`config.mk`:
```
export PLATFORM = sky130hd
export DESIGN_NAME = npc_pc_unit
export DESIGN_NICKNAME = d
export VERILOG_FILES = /design/src/rtl/npc_pc_unit.sv
export SDC_FILE = /design/constraint.sdc
export NUM_CORES = 1
export LEC_CHECK = 0
export BUFFER_PORTS_ARGS = -buffer_cell sky130_fd_sc_hd__buf_2
export CORE_AREA = 2 2 132 134
export CTS_BUF_LIST = sky130_fd_sc_hd__clkbuf_8
export DETAILED_ROUTE_END_ITERATION = 10
export DIE_AREA = 0 0 134 136
export HOLD_SLACK_MARGIN = 0.03
export PLACE_DENSITY = 0.89
export SLEW_MARGIN = 20
export SYNTH_ARGS = -nofsm -noshare
export SYNTH_HDL_FRONTEND = slang
export SYNTH_SLANG_ARGS = --single-unit
```
`constraint.sdc`:
```
create_clock -name clk -period 2.85 [get_ports clk]
set_clock_uncertainty 0.05 [all_clocks]
set_input_delay 0.1425 -clock clk [delete_from_list [all_inputs] [get_ports clk]]
set_output_delay 0.1425 -clock clk [all_outputs]
set_load 0.05 [all_outputs]
```
`src/rtl/npc_pc_unit.sv`:
```
`default_nettype none
// ============================================================================
// Module   : npc_pc_unit
// Brief    : Fetch-stage PC register with D-stage next-PC resolution.
//            Resolves six compare-branch kinds, j/jal and jr/jalr, holds the
//            PC across stalls and buffers a redirect seen while stalled until
//            the stall releases.
// Revision : 1.0 - initial release
// ----------------------------------------------------------------------------
// Ports
//   clk            rising-edge clock
//   reset_n        asynchronous active-low reset
//   stall          hold the PC this cycle (F/D freeze)
//   br_op[2:0]     001 beq, 010 bne, 011 blez, 100 bgtz, 101 bltz, 110 bgez
//   jmp_op[1:0]    01 j/jal, 10 jr/jalr
//   rs_val/rt_val  forwarded D-stage operands
//   imm16          branch offset (words)
//   instr_index    jump index
//   pc4_d          PC+4 of the D-stage instruction
//   pc_f           registered fetch PC
//   pc4_f          pc_f + 4
//   redirect_d     D-stage control transfer taken
//   target_d       selected next-PC target (pc4_d + 4 when not redirecting)
//   link_d         jal/jalr return address (past the delay slot)
//   pc_misalign_f  pc_f not word aligned
//   stat_taken     taken-branch counter (optional)
//   stat_branches  executed-branch counter (optional)
// Build option
//   NPC_BRANCH_STATS_EN : when defined, the saturating branch statistics
//                         counters are built; otherwise both outputs are 0.
// ============================================================================
module npc_pc_unit #(
    parameter int               WIDTH    = 32,
    parameter logic [WIDTH-1:0] RESET_PC = WIDTH'(32'h0000_3000),
    parameter int               STAT_W   = 16
) (
    input  logic              clk,
    input  logic              reset_n,
    input  logic              stall,
    input  logic [2:0]        br_op,
    input  logic [1:0]        jmp_op,
    input  logic [WIDTH-1:0]  rs_val,
    input  logic [WIDTH-1:0]  rt_val,
    input  logic [15:0]       imm16,
    input  logic [25:0]       instr_index,
    input  logic [WIDTH-1:0]  pc4_d,
    output logic [WIDTH-1:0]  pc_f,
    output logic [WIDTH-1:0]  pc4_f,
    output logic              redirect_d,
    output logic [WIDTH-1:0]  target_d,
    output logic [WIDTH-1:0]  link_d,
    output logic              pc_misalign_f,
    output logic [STAT_W-1:0] stat_taken,
    output logic [STAT_W-1:0] stat_branches
);

    localparam logic [WIDTH-1:0] c_four    = WIDTH'(4);
    localparam int               c_ext_w   = WIDTH - 18;

    logic [WIDTH-1:0] r_pc_f;
    logic             r_pend_v;
    logic [WIDTH-1:0] r_pend_tgt;

    logic [WIDTH-1:0] w_br_target;
    logic [WIDTH-1:0] w_jmp_target;
    logic             w_br_valid;
    logic             w_br_cond;
    logic             w_is_jump;
    logic             w_redirect;
    logic [WIDTH-1:0] w_target;
    logic [WIDTH-1:0] w_link;

    // Sign-extended word offset; wraps naturally at WIDTH bits.
    assign w_br_target = pc4_d + {{c_ext_w{imm16[15]}}, imm16, 2'b00};
    assign w_link      = pc4_d + c_four;

    // Region bits above the 28-bit jump field only exist when WIDTH > 28.
    generate
        if (WIDTH > 28) begin : g_jmp_region
            assign w_jmp_target = {pc4_d[WIDTH-1:28], instr_index, 2'b00};
        end else begin : g_jmp_flat
            assign w_jmp_target = {instr_index, 2'b00};
        end
    endgenerate

    always_comb begin
        w_br_valid = 1'b1;
        w_br_cond  = 1'b0;
        case (br_op)
            3'b001:  w_br_cond = (rs_val == rt_val);
            3'b010:  w_br_cond = (rs_val != rt_val);
            3'b011:  w_br_cond = ($signed(rs_val) <= $signed({WIDTH{1'b0}}));
            3'b100:  w_br_cond = ($signed(rs_val) >  $signed({WIDTH{1'b0}}));
            3'b101:  w_br_cond = rs_val[WIDTH-1];
            3'b110:  w_br_cond = ~rs_val[WIDTH-1];
            default: w_br_valid = 1'b0;
        endcase
    end

    assign w_is_jump  = (jmp_op == 2'b01) || (jmp_op == 2'b10);
    assign w_redirect = w_is_jump || (w_br_valid && w_br_cond);

    // Jumps win over a simultaneous branch (a decoder error case).
    always_comb begin
        w_target = w_link;
        if (jmp_op == 2'b01)
            w_target = w_jmp_target;
        else if (jmp_op == 2'b10)
            w_target = rs_val;
        else if (w_br_valid && w_br_cond)
            w_target = w_br_target;
    end

    // A redirect arriving during a stall is parked and replayed on release;
    // a fresh redirect on the release cycle supersedes the parked one.
    always_ff @(posedge clk or negedge reset_n) begin
        if (!reset_n) begin
            r_pc_f     <= RESET_PC;
            r_pend_v   <= 1'b0;
            r_pend_tgt <= '0;
        end else if (!stall) begin
            if (w_redirect)
                r_pc_f <= w_target;
            else if (r_pend_v)
                r_pc_f <= r_pend_tgt;
            else
                r_pc_f <= r_pc_f + c_four;
            r_pend_v <= 1'b0;
        end else if (w_redirect) begin
            r_pend_v   <= 1'b1;
            r_pend_tgt <= w_target;
        end
    end

`ifdef NPC_BRANCH_STATS_EN
    logic [STAT_W-1:0] r_stat_taken;
    logic [STAT_W-1:0] r_stat_branches;

    // Only unstalled cycles count, so a held instruction is counted once.
    always_ff @(posedge clk or negedge reset_n) begin
        if (!reset_n) begin
            r_stat_taken    <= '0;
            r_stat_branches <= '0;
        end else if (!stall && w_br_valid) begin
            if (r_stat_branches != {STAT_W{1'b1}})
                r_stat_branches <= r_stat_branches + STAT_W'(1);
            if (w_br_cond && (r_stat_taken != {STAT_W{1'b1}}))
                r_stat_taken <= r_stat_taken + STAT_W'(1);
        end
    end

    assign stat_taken    = r_stat_taken;
    assign stat_branches = r_stat_branches;
`else
    assign stat_taken    = '0;
    assign stat_branches = '0;
`endif

    assign pc_f          = r_pc_f;
    assign pc4_f         = r_pc_f + c_four;
    assign redirect_d    = w_redirect;
    assign target_d      = w_target;
    assign link_d        = w_link;
    assign pc_misalign_f = |r_pc_f[1:0];

endmodule
`default_nettype wire

```
== After elaboration in Yosys (flattened, before gate mapping) ==
Index checks and enable logic that the tools add are counted.
Storage, ports and cells
  flip-flop bits (word level): 65
  output and inout bits: 162
Cells by class
  $add $sub $neg: 3
  $lt $le $gt $ge: 2
  equal/unequal tests: 11
  mux-type cells: 9
  bitwise operators: 1
  reductions and logical operators: 6
Operator list (number)
  32-bit two-way mux: 5
  32-bit by 3-bit adder with 32-bit output, second input constant: 2
  32-bit adder: 1
  32-bit equality test: 1
  32-bit by 1-bit greater-than comparator with 1-bit output, second input constant: 1
  32-bit by 1-bit less-or-equal comparator with 1-bit output, second input constant: 1
  32-bit != test: 1
  3-bit equality test, second input constant: 3
  3-bit by 2-bit equality test with 1-bit output, second input constant: 2
  1-bit case mux with 6 select lines: 1
  6-bit OR reduction: 1
  3-bit by 1-bit equality test with 1-bit output, second input constant: 1
  1-bit two-way mux: 3
  2-bit by 1-bit equality test with 1-bit output, second input constant: 1
  2-bit equality test, second input constant: 1
  1-bit logical OR: 2
  2-bit by 1-bit != test with 1-bit output, second input constant: 1
  2-bit AND reduction: 1
  2-bit OR reduction: 1
  1-bit logical AND: 1
  1-bit inverter: 1

== Logic depth before layout (Yosys ltp) ==
  depth after elaboration: 8
  depth in mapped cells: 12

== Worst setup path before layout ==
No wires, ideal clock.
  path kind: input to register
  from: input pc4_d[2]
  to: register r_pend_tgt[28]
  arrival time: 3672 ps
  data required time: 2728 ps
  path slack: -944 ps
  stages: 9
  path buffers: 0
  cells stage by stage: ha_1 > and4_1 > nor2b_1 > and3_1 > nand4_1 > xnor2_1 > nor2_1 > o21ai_0 > mux2_2
Between the ends
  longest elaborated chain between the ends: 4
  elaborated cells on any way between the ends: 5
Ends and longest elaborated chain
  start, declared: RTL line 46  | input logic [WIDTH-1:0] pc4_d,
  32-bit by 3-bit adder with 32-bit output: RTL line 75  | assign w_link = pc4_d + c_four;
  via link_d[28]: RTL line 51  | output logic [WIDTH-1:0] link_d,
  32-bit two-way mux: RTL line 110  | else if (w_br_valid && w_br_cond)
  32-bit two-way mux: RTL line 108  | else if (jmp_op == 2'b10)
  32-bit two-way mux: RTL line 106  | if (jmp_op == 2'b01)
  via target_d[28]: RTL line 50  | output logic [WIDTH-1:0] target_d,
  end signal, assigned: RTL line 131  | r_pend_tgt <= w_target;
  end, declared: RTL line 62  | logic [WIDTH-1:0] r_pend_tgt;
The timed path passes the listed nets, and every way through them passes these cells.
A chain may end at the register's enable or synchronous reset.

== Worst setup path in the final report ==
  from: input rs_val[1]
  to: output target_d[6]
Between the ends
  longest elaborated chain between the ends: 6
  elaborated cells on any way between the ends: 9
Ends and longest elaborated chain
  start, declared: RTL line 42  | input logic [WIDTH-1:0] rs_val,
  32-bit by 1-bit greater-than comparator with 1-bit output, or another cell as far along: RTL line 93  | 3'b100: w_br_cond = ($signed(rs_val) > $signed({WIDTH{1'b0}}));
  1-bit case mux with 6 select lines (*): RTL line 89  | case (br_op)
  1-bit logical AND (*): RTL line 110
  32-bit two-way mux (*): RTL line 110
  32-bit two-way mux (*): RTL line 108
  32-bit two-way mux (*): RTL line 106
  end, declared: RTL line 50
Mark *: on every way between the ends. The rest lies on a longest branch, timed or not.

==> results_dict.tcl <==
set metrics [dict create \
    status "complete, but fails checks" \
    violations "negative setup slack" \
    io_buffers 275 \
    wire_per_inst_um 20.55 \
    clk_pin_slew_ps 70 \
    syn-instance-count 952 \
    num_io_pins 308 \
    synthDistinctLibCells 75 \
    cp-start-kind "input pin" \
    grt.busiest_layer "met2" \
    max_slew_margin_pct 50.74 \
    pwr-share-comb_pct 64.0 \
    crit_path_end_kind "output pin" \
    stdcell_count 1631 \
    regArea_sq_um 1642 \
    clockRootBuffer "clkbuf_8" \
    synth-seq-area-share_pct 21.50 \
    first_pass_iters 5 \
    fin_nets 1580 \
    cts_htree_levels 3 \
    num_rows 48 \
    ys_ff_latch 65 \
    setup_ws_ps -83.50 \
    grt_max_degree 78 \
    hold_violations 0 \
    ir_worst_vdd_mv 0.4613 \
    use_met2_pct 57.58 \
    met3_usage_pct 7.420 \
    p_total_w 0.006128 \
    syn_area_sq_um 7577 \
    dieWidth_um 134 \
    drc 0 \
    cts_sinks 65 \
    cp_max_fo 7 \
    dp_cells 1578 \
    clockBufferDepth 2 \
    critPathKind "in2out" \
    tightest_slew_ps 738.9 \
    use_met1_pct 42.35 \
    numCtsBuffers 9 \
    track_usage_pct 34.39 \
    drt-initial-drc-count 1086 \
    grt-ovfl-total 0 \
    antenna_left 0 \
    multi_input_area_sq_um 6377 \
    die_h_um 136 \
    synth_ff_type "dfrtp_1" \
    timing.hold.ws_ps 48.78 \
    wirelength_mm 33.51 \
    p_leak_nw 5.668 \
    num_vias 9636 \
    netSwitchingFraction_pct 49.99 \
    gp_congestion 1.001 \
    tritoncts "yes" \
    min_period_over_period_pct 102.9 \
    rsz0062_at_grt "true" \
    grt_pass1_wl_mm 48.48 \
    place_ws_ps -408.4 \
    report.final.slew_viol_count 0 \
    fmax_ghz 0.3409 \
    initial_utilization_pct 44.90 \
    routed_via_density 5.908 \
    period_needed_ps 2933 \
    clock_latency_ps 360 \
    powerDensity_nw_per_um2 510.9 \
    setup_viol 8 \
    cp.required_ps 2660 \
    grt_pass1_vias 9134 \
    post-dp-hpwl_mm 25.05 \
    drive_gt1_share_pct 48.90 \
    nFillCells 1260 \
    intPower_w 0.003065 \
    p_switching_w 0.003063 \
    area_growth_pct 58.31 \
    power_frac_seq_pct 22.4 \
    maxCapViolations 0 \
    synth_edf_count 0 \
    antenna_found_initial 0 \
    async_flop_share_pct 100.0 \
    clkPwrFrac_pct 13.6 \
    avgSynthCellArea_sq_um 7.959 \
    post-route-util_pct 71.08 \
    coreArea_sq_um 16880 \
    hold_path.class "in2reg" \
    synth-warning-count 0 \
    fp.dieArea_sq_um 18220 \
    worstPathArrival_ps 2740 \
]
==> metrics by stage <==
stage                     TNS, ps  area [sq um]
after global placement      -5700         10650
after global routing        -2504         11990
after CTS                  -95.37         11480
after detailed placement    -9292         10650
final                      -250.4         12000
after floorplan            -139.9          8068
==> worst max-delay path: stages <==
cell,delay (ps)
buf_2,140
xnor2_2,160
buf_4,140
nand4_1,220
nor4_4,260
a21bo_2,220
a32oi_4,130
buf_12,170
buf_12,140
buf_6,120
or3_1,300
o211ai_1,240
o21ai_1,160
buf_6,180
==> power groups by stage <==
stage               registers [W]  logic, W  clock network (W)
global route              0.00139   0.00410           0.000877
detailed placement        0.00138   0.00348                  0
global placement          0.00136   0.00343                  0
CTS                       0.00136   0.00369           0.000844
finish                    0.00137   0.00392           0.000830
floorplan                 0.00166   0.00208                  0
==> layout by cell type, fill, tap and decap left out, types with 9 or more instances in the layout <==
master,count
nand2_1,106
inv_1,31
o211ai_1,16
buf_6,37
o21ai_0,23
nand4_1,25
xor2_1,18
mux2i_1,26
nand2b_1,13
and3_1,13
o21ai_1,11
conb_1,32
and4_1,11
mux2_2,30
a21oi_1,33
nand3_1,39
clkbuf_8,12
dfrtp_1,53
mux2_4,9
nor3_1,14
xnor2_2,26
ha_1,26
buf_2,238
buf_4,195
o21ai_2,15
xnor2_1,59
nand3b_1,11
dfrtp_2,10
a21o_1,11
a22oi_1,9
nor2_1,51
a31oi_1,10
==> final timing paths <==
check	cells after the start	to	slack (ps)	from
worst max register to register	9	pc_f[31]	170	pc_f[12]
worst max-delay path	14	target_d[6]	-80	rs_val[1]
max in group asynchronous	3	pc_f[20]	1600	reset_n
min in group asynchronous	2	r_pend_tgt[6]	340	reset_n
worst min register to register	2	r_pend_tgt[30]	440	r_pend_tgt[30]
worst min-delay path	3	r_pend_tgt[2]	50	instr_index[0]
==> metal layers <==
metal	part of all wire [%]	vias up
met1	38	4576
met3	9.8	117
met2	48	627
met4	4.2	0
met5	0	-
li1	-	4316
==> timing repair <==
item	4_1_cts	5_1_grt
pin swaps	38	42
hold buffers	2	0
resized for setup	108	91
endpoints found under the hold margin	29	0
endpoints found under the setup margin	29	42
cloned	1	1
setup buffers	17	17
==> kinds of logic after synthesis <==
| logic type | synth area share, % |
|---|---|
| XOR/XNOR | 12.95 |
| multiplexers | 9.363 |
| AND/OR/NAND/NOR | 22.77 |
| buffers and inverters | 7.827 |
| flip-flops | 21.50 |
| AO/OA/AOI/OAI | 19.83 |
| other | 0.04949 |
| adder cells (fa/ha/maj) | 5.713 |
==> cells in the mapped netlist, types with 9 or more instances <==
cell / count / area (sq um)
clkbuf_1: 27 / 101.4
nand2_1: 108 / 405.4
nor3_1: 19 / 95.09
buf_4: 39 / 292.8
mux2i_1: 27 / 270.3
o211ai_1: 16 / 120.1
a21oi_1: 39 / 195.2
ha_1: 33 / 412.9
mux2_2: 39 / 439.2
xor2_1: 24 / 210.2
inv_1: 31 / 116.4
a211oi_1: 9 / 67.56
xnor2_1: 88 / 770.7
nor2_1: 56 / 210.2
a21o_1: 11 / 82.58
nor4_1: 11 / 68.82
nand3b_1: 11 / 82.58
o21ai_0: 47 / 235.2
and4_1: 11 / 96.34
a22oi_1: 11 / 82.58
dfrtp_1: 63 / 1577
and3_1: 14 / 87.58
a31oi_1: 10 / 62.56
nand2b_1: 13 / 81.33
nand3_1: 42 / 210.2
nand4_1: 25 / 156.4
nor2b_1: 9 / 56.30
==> cell type report <==
class	count	share of cell area, %
multi-input cells	804	53.17
repair buffers	488	28.05
flip-flops and latches	65	13.69
well taps	225	2.347
clock buffers	12	1.377
inverters	32	1.001
clock inverters	4	0.3546
diodes	1	0.02086
==> sequential cells by signal, indices dropped and copies added, names as in the netlist <==
register    cells
r_pend_tgt     32
r_pend_v        1
pc_f           32
Note: power is estimated with default switching activity, not from simulation.
